===== config.mk =====
export PLATFORM = sky130hd
export DESIGN_NAME = fft_frame_tx_scheduler
export DESIGN_NICKNAME = d
export VERILOG_FILES = /design/src/rtl/fft_frame_tx_scheduler_pkg.sv /design/src/rtl/fft_frame_tx_scheduler_tx_gap_timer.sv /design/src/rtl/fft_frame_tx_scheduler.sv
export SDC_FILE = /design/constraint.sdc
export NUM_CORES = 1
export LEC_CHECK = 0
export ABC_AREA = 1
export ABC_CLOCK_PERIOD_IN_PS = 10200
export BUFFER_PORTS_ARGS = -buffer_cell sky130_fd_sc_hd__buf_2
export CORE_MARGIN = 8
export CORE_UTILIZATION = 45
export CTS_BUF_LIST = sky130_fd_sc_hd__clkbuf_4 sky130_fd_sc_hd__clkbuf_8 sky130_fd_sc_hd__clkbuf_16
export CTS_CLUSTER_SIZE = 30
export DETAILED_ROUTE_END_ITERATION = 6
export PLACE_DENSITY = 0.73
export RECOVER_POWER = 50
export SETUP_SLACK_MARGIN = 0.02
export SYNTH_ARGS = -nofsm -noshare
export SYNTH_HDL_FRONTEND = slang
export SYNTH_SLANG_ARGS = --single-unit
export TNS_END_PERCENT = 30

===== constraint.sdc =====
create_clock -name i_Clk -period 10.2 [get_ports i_Clk]
set_input_delay 0.51 -clock i_Clk [delete_from_list [all_inputs] [get_ports i_Clk]]
set_output_delay 0.51 -clock i_Clk [all_outputs]
set_load 0.05 [all_outputs]

===== src/rtl/fft_frame_tx_scheduler_pkg.sv =====
// Shared types and default sizing for the FFT frame transmit scheduler.
package fft_frame_tx_scheduler_pkg;

  localparam int DEF_N_POINTS    = 8;
  localparam int DEF_DW          = 8;
  localparam int DEF_GAP_CYCLES  = 100;
  localparam int DEF_TIMEOUT_CYC = 64;

  typedef enum logic [2:0] {
    ST_IDLE    = 3'd0,
    ST_CALC    = 3'd1,
    ST_SEND    = 3'd2,
    ST_WAIT_TX = 3'd3,
    ST_GAP     = 3'd4
  } state_e;

  function automatic int max2(input int a, input int b);
    return (a > b) ? a : b;
  endfunction

endpackage


===== src/rtl/fft_frame_tx_scheduler_tx_gap_timer.sv =====
// Loadable down-counter with zero flag; shared by the CALC timeout and the inter-byte gap.
module fft_frame_tx_scheduler_tx_gap_timer #(
  parameter int W = 8
) (
  input  logic         i_Clk,
  input  logic         i_Rst_L,
  input  logic         i_load,
  input  logic [W-1:0] i_load_val,
  input  logic         i_dec,
  output logic         o_zero
);

  logic [W-1:0] cnt_q, cnt_d;

  always_comb begin
    cnt_d = cnt_q;
    if (i_load) begin
      cnt_d = i_load_val;
    end else if (i_dec && (cnt_q != '0)) begin
      cnt_d = cnt_q - 1'b1;
    end
  end

  always_ff @(posedge i_Clk) begin
    if (!i_Rst_L) begin
      cnt_q <= '0;
    end else begin
      cnt_q <= cnt_d;
    end
  end

  assign o_zero = (cnt_q == '0);

endmodule


===== src/rtl/fft_frame_tx_scheduler.sv =====
// Triggers one FFT, snapshots its 2*N_POINTS result bytes and streams them re/im
// interleaved to a byte SPI master with a fixed idle gap after every byte.
module fft_frame_tx_scheduler
  import fft_frame_tx_scheduler_pkg::*;
#(
  parameter int N_POINTS    = DEF_N_POINTS,
  parameter int DW          = DEF_DW,
  parameter int GAP_CYCLES  = DEF_GAP_CYCLES,
  parameter int TIMEOUT_CYC = DEF_TIMEOUT_CYC
) (
  input  logic                     i_Clk,
  input  logic                     i_Rst_L,
  input  logic                     i_sample,
  output logic                     o_fft_start,
  input  logic                     i_fft_ready,
  input  logic [2*N_POINTS*DW-1:0] i_fft_data,
  output logic [DW-1:0]            o_tx_byte,
  output logic                     o_tx_dv,
  input  logic                     i_tx_ready,
  output logic                     o_busy,
  output logic                     o_frame_done,
  output logic                     o_timeout,
  output logic [7:0]               o_drop_cnt
);

  localparam int FRAME_BYTES = 2 * N_POINTS;
  localparam int IW          = $clog2(FRAME_BYTES);
  localparam int TW          = $clog2(max2(TIMEOUT_CYC, GAP_CYCLES) + 1);

  state_e          state_q, state_d;
  logic [DW-1:0]   frame_q [FRAME_BYTES];
  logic [IW-1:0]   idx_q, idx_d;
  logic            seen_low_q, seen_low_d;
  logic            fft_start_q, fft_start_d;
  logic            timeout_q, timeout_d;
  logic            frame_done_q, frame_done_d;
  logic [7:0]      drop_q, drop_d;
  logic            capture;
  logic            tmr_load, tmr_dec, tmr_zero;
  logic [TW-1:0]   tmr_val;

  fft_frame_tx_scheduler_tx_gap_timer #(.W(TW)) u_timer (
    .i_Clk      (i_Clk),
    .i_Rst_L    (i_Rst_L),
    .i_load     (tmr_load),
    .i_load_val (tmr_val),
    .i_dec      (tmr_dec),
    .o_zero     (tmr_zero)
  );

  always_comb begin
    state_d      = state_q;
    idx_d        = idx_q;
    seen_low_d   = seen_low_q;
    fft_start_d  = 1'b0;
    timeout_d    = 1'b0;
    frame_done_d = 1'b0;
    capture      = 1'b0;
    tmr_load     = 1'b0;
    tmr_val      = TW'(TIMEOUT_CYC - 1);
    tmr_dec      = 1'b0;
    o_tx_dv      = 1'b0;
    case (state_q)
      ST_IDLE: begin
        if (i_sample) begin
          fft_start_d = 1'b1;
          tmr_load    = 1'b1;
          state_d     = ST_CALC;
        end
      end
      ST_CALC: begin
        // Ready is checked before the timer so a same-cycle ready beats the timeout.
        if (i_fft_ready) begin
          capture = 1'b1;
          idx_d   = '0;
          state_d = ST_SEND;
        end else if (tmr_zero) begin
          timeout_d = 1'b1;
          state_d   = ST_IDLE;
        end else begin
          tmr_dec = 1'b1;
        end
      end
      ST_SEND: begin
        if (i_tx_ready) begin
          o_tx_dv    = 1'b1;
          seen_low_d = 1'b0;
          state_d    = ST_WAIT_TX;
        end
      end
      ST_WAIT_TX: begin
        if (!i_tx_ready) begin
          seen_low_d = 1'b1;
        end else if (seen_low_q) begin
          seen_low_d = 1'b0;
          tmr_load   = 1'b1;
          tmr_val    = TW'(GAP_CYCLES);
          state_d    = ST_GAP;
        end
      end
      ST_GAP: begin
        if (!tmr_zero) begin
          tmr_dec = 1'b1;
        end else if (idx_q == IW'(FRAME_BYTES - 1)) begin
          frame_done_d = 1'b1;
          state_d      = ST_IDLE;
        end else begin
          idx_d   = idx_q + 1'b1;
          state_d = ST_SEND;
        end
      end
      default: state_d = ST_IDLE;
    endcase
  end

  assign o_busy = (state_q != ST_IDLE);
  assign drop_d = (o_busy && i_sample && (drop_q != 8'hFF)) ? drop_q + 8'd1 : drop_q;

  always_ff @(posedge i_Clk) begin
    if (!i_Rst_L) begin
      state_q      <= ST_IDLE;
      idx_q        <= '0;
      seen_low_q   <= 1'b0;
      fft_start_q  <= 1'b0;
      timeout_q    <= 1'b0;
      frame_done_q <= 1'b0;
      drop_q       <= '0;
    end else begin
      state_q      <= state_d;
      idx_q        <= idx_d;
      seen_low_q   <= seen_low_d;
      fft_start_q  <= fft_start_d;
      timeout_q    <= timeout_d;
      frame_done_q <= frame_done_d;
      drop_q       <= drop_d;
    end
  end

  // Written only on capture, so the frame stays frozen until the next trigger.
  always_ff @(posedge i_Clk) begin
    for (int k = 0; k < FRAME_BYTES; k++) begin
      if (!i_Rst_L) begin
        frame_q[k] <= '0;
      end else if (capture) begin
        frame_q[k] <= i_fft_data[k*DW +: DW];
      end
    end
  end

  assign o_tx_byte    = frame_q[idx_q];
  assign o_fft_start  = fft_start_q;
  assign o_timeout    = timeout_q;
  assign o_frame_done = frame_done_q;
  assign o_drop_cnt   = drop_q;

endmodule


After elaboration in Yosys (flattened, before gate mapping) --
Memories as Yosys holds them, arrays and structs flattened. A register that Yosys moved wholly into a read port is not among the register bits. Index checks and enable logic that the tools add are counted.
Word-level totals: word-level logic and storage cells 116, memories 1, output and inout bits 21, input bits 133, bits in writable memories 128, register bits 26
Operators by class: equal/unequal tests 14, muxes and demuxes 56, reduce and logical (&&, ||, !) cells 16, bitwise operators 18, add/subtract/negate cells 3
Memories:
- frame_q | words 16, bits a word 8, rd ports 1, clocked after Yosys merged registers in 1, wr ports 16, line fft_frame_tx_scheduler.sv:31 | logic [DW-1:0] frame_q [FRAME_BYTES];
Operators with widths (number):
- two-way mux 8 bit | 16
- two-way mux 7 bit | 5
- two-way mux 3 bit | 7
- two-way mux 4 bit | 5
- two-way mux 1 bit | 17
- bitwise OR 1 bit | 16
- one-hot mux 3 bit (5 select lines) | 1
- != test 2 bit (second input constant) | 7
- adder 8 x 1 -> 8 bit (second input constant) | 1
- != test 8 bit (second input constant) | 1
- one-hot mux 4 bit (2 select lines) | 1
- logical NOT 7 bit | 1
- nonzero test 7 bit | 1
- subtractor 7 x 1 -> 7 bit (second input constant) | 1
- == test 3 x 2 -> 1 bit (second input constant) | 2
- one-hot mux 1 bit (2 select lines) | 3
- AND reduction 6 bit | 1
- nonzero test 2 bit | 3
- adder 4 x 1 -> 4 bit (second input constant) | 1
- == test 4 bit (second input constant) | 1
- AND reduction 2 bit | 2
- AND reduction 4 bit | 1
- == test 3 x 1 -> 1 bit (second input constant) | 1
- == test 3 bit (second input constant) | 1
- other kinds (8) | 11

Logic depth before layout (Yosys ltp) --
depth after elaboration 7, gate-level depth with buffers 10, depth with buffers taken out 10

Cells and area by module --
From an unflattened synthesis, not the netlist that was laid out.
Second synthesis, totals: cell total of the unflattened synthesis 948, area, all modules 8199.1 µm²
Modules (own cells, without submodules):
- fft_frame_tx_scheduler | times used 1, area each 7668.6 µm², seq. area each 4304.1 µm², cells each 856
- fft_frame_tx_scheduler_tx_gap_timer | times used 1, area each 530.5 µm², seq. area each 140.1 µm², cells each 92

Least setup slack after synthesis --
No wires, ideal clock.
kind input-to-reg, from in i_Rst_L, to mem frame_q[0][0] (netlist bit) (enable), library setup time 1114 ps, arrival time 2881 ps, cell stages on the path 2, setup slack 6204 ps, data required time 9086 ps, path buffers 1, cells stage by stage clkbuf_1 > nand2_1
RTL lines:
- start: declaration | line fft_frame_tx_scheduler.sv:12 | input logic i_Rst_L,
- end: declaration | line fft_frame_tx_scheduler.sv:31

==> metrics.txt <==
Worst Path Max Fanout=68; Buf/Inv on CP=3; Peak Freq=214 MHz; DR iter-0 viols=around 450; DR vias/cell=4.79; Post-CTS Hold Buffers=0; initial core utilization=0.461; row count=47; antenna violations before repair=1; Critical Path Sink Type=flop; via count=6055; Chip Width=147 µm; Main synth FF type=edfxtp_1; Die Area=21500 µm²; worst-skew pair later-pin latency=420 ps; Chip Height=roughly 150 µm; P&R area growth vs syn=17.9%; max incr delay on CP=2000 ps; Setup Skew=10.4 ps; Netlist cell types=29; delay-heaviest family, CP=buffers and inverters; proportion of layout cells with a drive suffix above 1=0.167; Post-synth ARST share=0; Routed WL=17.8 mm; GPL Wtd Cong=between 0.8 and 0.9; overall routing resource usage=0.164; DRC viols=0; Fillers=between 1500 and 2000; post-layout min period=around 4700 ps; LEAKAGE=4.30 nW; Mean Syn Cell Area=8.53 µm²; Setup violations, final=0; Post-Syn Instances=900; first-pass GRT wire length=27.9 mm; total power=2.01 mW; Relative slew margins=-0.785; vias in the first global route=5635; top-count cell post-synth=inv_1; TNS Setup=0 ps; clock sink count=158; part of the cycle the worst path needs=0.457; WP data required=10250 ps; top-area cell type share of the netlist area=0.501; mapped cell area=around 7700 µm²; DP HPWL=12.9 mm; largest net degree at the start of global routing=129; PostCTS Resize Cnt=0; status=complete, but fails checks; unrepaired setup endpoints after global routing=false; CTS Buffer Depth=2; Seq cells post-synth=158; worst-path cell chain=inv_1 > nand4_1 > inv_1 > nand2_1 > clkbuf_1 > nor2_1; Max-cap violations=3; Root Driver=clkbuf_16; violated checks=max-capacitance violations, max-slew violations; GRT overflow=0; Post-DRT Antenna Nets=0; register area share after synthesis=0.579; most frequent CP cell=inv_1; top cells by area, synth=edfxtp_1, inv_1, nor2_1, dfxtp_1, nand2_1; Pwr Density=222 nW/µm²; Nets=1168; HP Class=in2reg; Slew @ Worst Pin=approximately 2700 ps; Core ar.=16600 µm²; Slew Viols, Final=between 150 and 200; Post-synth EDFFs=128; htree depth=4; # diodes=0; post-synth net total=1036; IO Pins=154; largest area contributor in the synthesized netlist=edfxtp_1; endpoints failing hold=0; Post-synth top cells=inv_1, nor2_1, edfxtp_1, nand2_1, nand3_1; setup repair bufs after CTS=0; DR pass1 iterations=6; CTS Buf Count=17; crit path DAT=4710 ps; Critical-path top delay cell=clkbuf_1; Crit Path Class=reg2reg; Synth warnings=0; CTS tree=yes; Worst VDD drop=between 100 and 150 µV; Port Buf Inserts=153; Critical Path Start Type=flop; Clock transition at path regs=about 60 ps; Routed WL per cell=approximately 14 µm
## cells by family (layout without fill, tap and decap cells)
group / count (synthesis) / after routing / synth area share
adders and majority gates: 3 / 3 / 0.00489
buffers and inverters: 263 / 408 / 0.133
AOI/OAI and AO/OA: 117 / 117 / 0.0874
xor gates and xnor gates: 6 / 6 / 0.00685
and+or+nand+nor: 353 / 353 / 0.189
DFF: 158 / 158 / 0.579
## final cells by class
cell class,instances,area [µm²],area share
sequential,158,4450,0.491
timing repair buffer,155,759,0.0839
inverter,221,830,0.0916
clock inverter,14,103,0.0113
clock buffer,18,433,0.0478
tap,220,275,0.0304
multi-input combinational,479,2200,0.244
## power by group
group          internal (mW)  switching, mW  total (mW)  leakage [nW]
Clock                  0.332          0.239       0.571         0.261
Sequential             0.833         0.0881       0.921          1.59
Combinational          0.160          0.357       0.518          2.46
## registers in the layout (all words and copies together), names as in the netlist, named ones only
register and count:
frame_q 128, o_drop_cnt 8, u_timer.cnt_q 7, idx_q 4, state_q 3, o_fft_start 1, o_frame_done 1, o_timeout 1
seen_low_q 1
## worst register-to-register path, stage by stage (launching register included)
cell and delay [ps]:
dfxtp_1 390, inv_1 130, nand4_1 130, inv_1 70, nand2_1 1330, clkbuf_1 2020, nor2_1 220
## per-stage QoR
stage	worst slack, ps	instance area [µm²]	instances	utilization	hold WS [ps]
2_1_floorplan	6200	7680	900	-	468
3_3_place_gp	7540	8560	1233	0.514	482
3_5_place_dp	7520	8560	1233	0.514	490
4_1_cts	7070	9090	1265	0.547	294
5_1_grt	4940	9050	1265	0.544	299
6_report	5540	9050	1265	0.544	306
## final timing paths
| kind | startpoint | cells past startpoint | slack [ps] | endpoint |
|---|---|---|---|---|
| hold reg to reg | seen_low_q$_SDFFE_PN0P_ | 2 | 490 | seen_low_q$_SDFFE_PN0P_ |
| setup reg to reg | state_q[2]$_SDFFE_PN0P_ | 6 | 5540 | frame_q[5][7]$_SDFFCE_PN0P_ |
| setup / recovery | state_q[2]$_SDFFE_PN0P_ | 6 | 5540 | frame_q[5][7]$_SDFFCE_PN0P_ |
| hold / removal | i_tx_ready | 2 | 310 | seen_low_q$_SDFFE_PN0P_ |
## layer usage
layer / vias to the layer above / share of wire / track usage
met5: - / 0.00051 / 0
met4: 2 / 0.024 / 0.0654
met3: 36 / 0.085 / 0.0578
met2: 241 / 0.45 / 0.243
met1: 2688 / 0.44 / 0.216
li1: 3088 / - / -
## cell usage in the layout (no fill, tap or decap), drive strengths merged, types with 2 or more instances in the layout
cell type  synthesis  routed
buf               31     140
clkinvlp           0       3
inv              220     220
xor2               5       5
nand3b             2       2
edfxtp           128     128
o21ai             39      39
clkbuf            11      33
o211ai            32      32
a21oi             44      44
nand2            107     107
nand4              4       4
nor2             167     167
nand3             69      69
clkinv             1      11
ha                 3       3
dfxtp             30      30
Note: power is estimated with default switching activity, not from simulation.
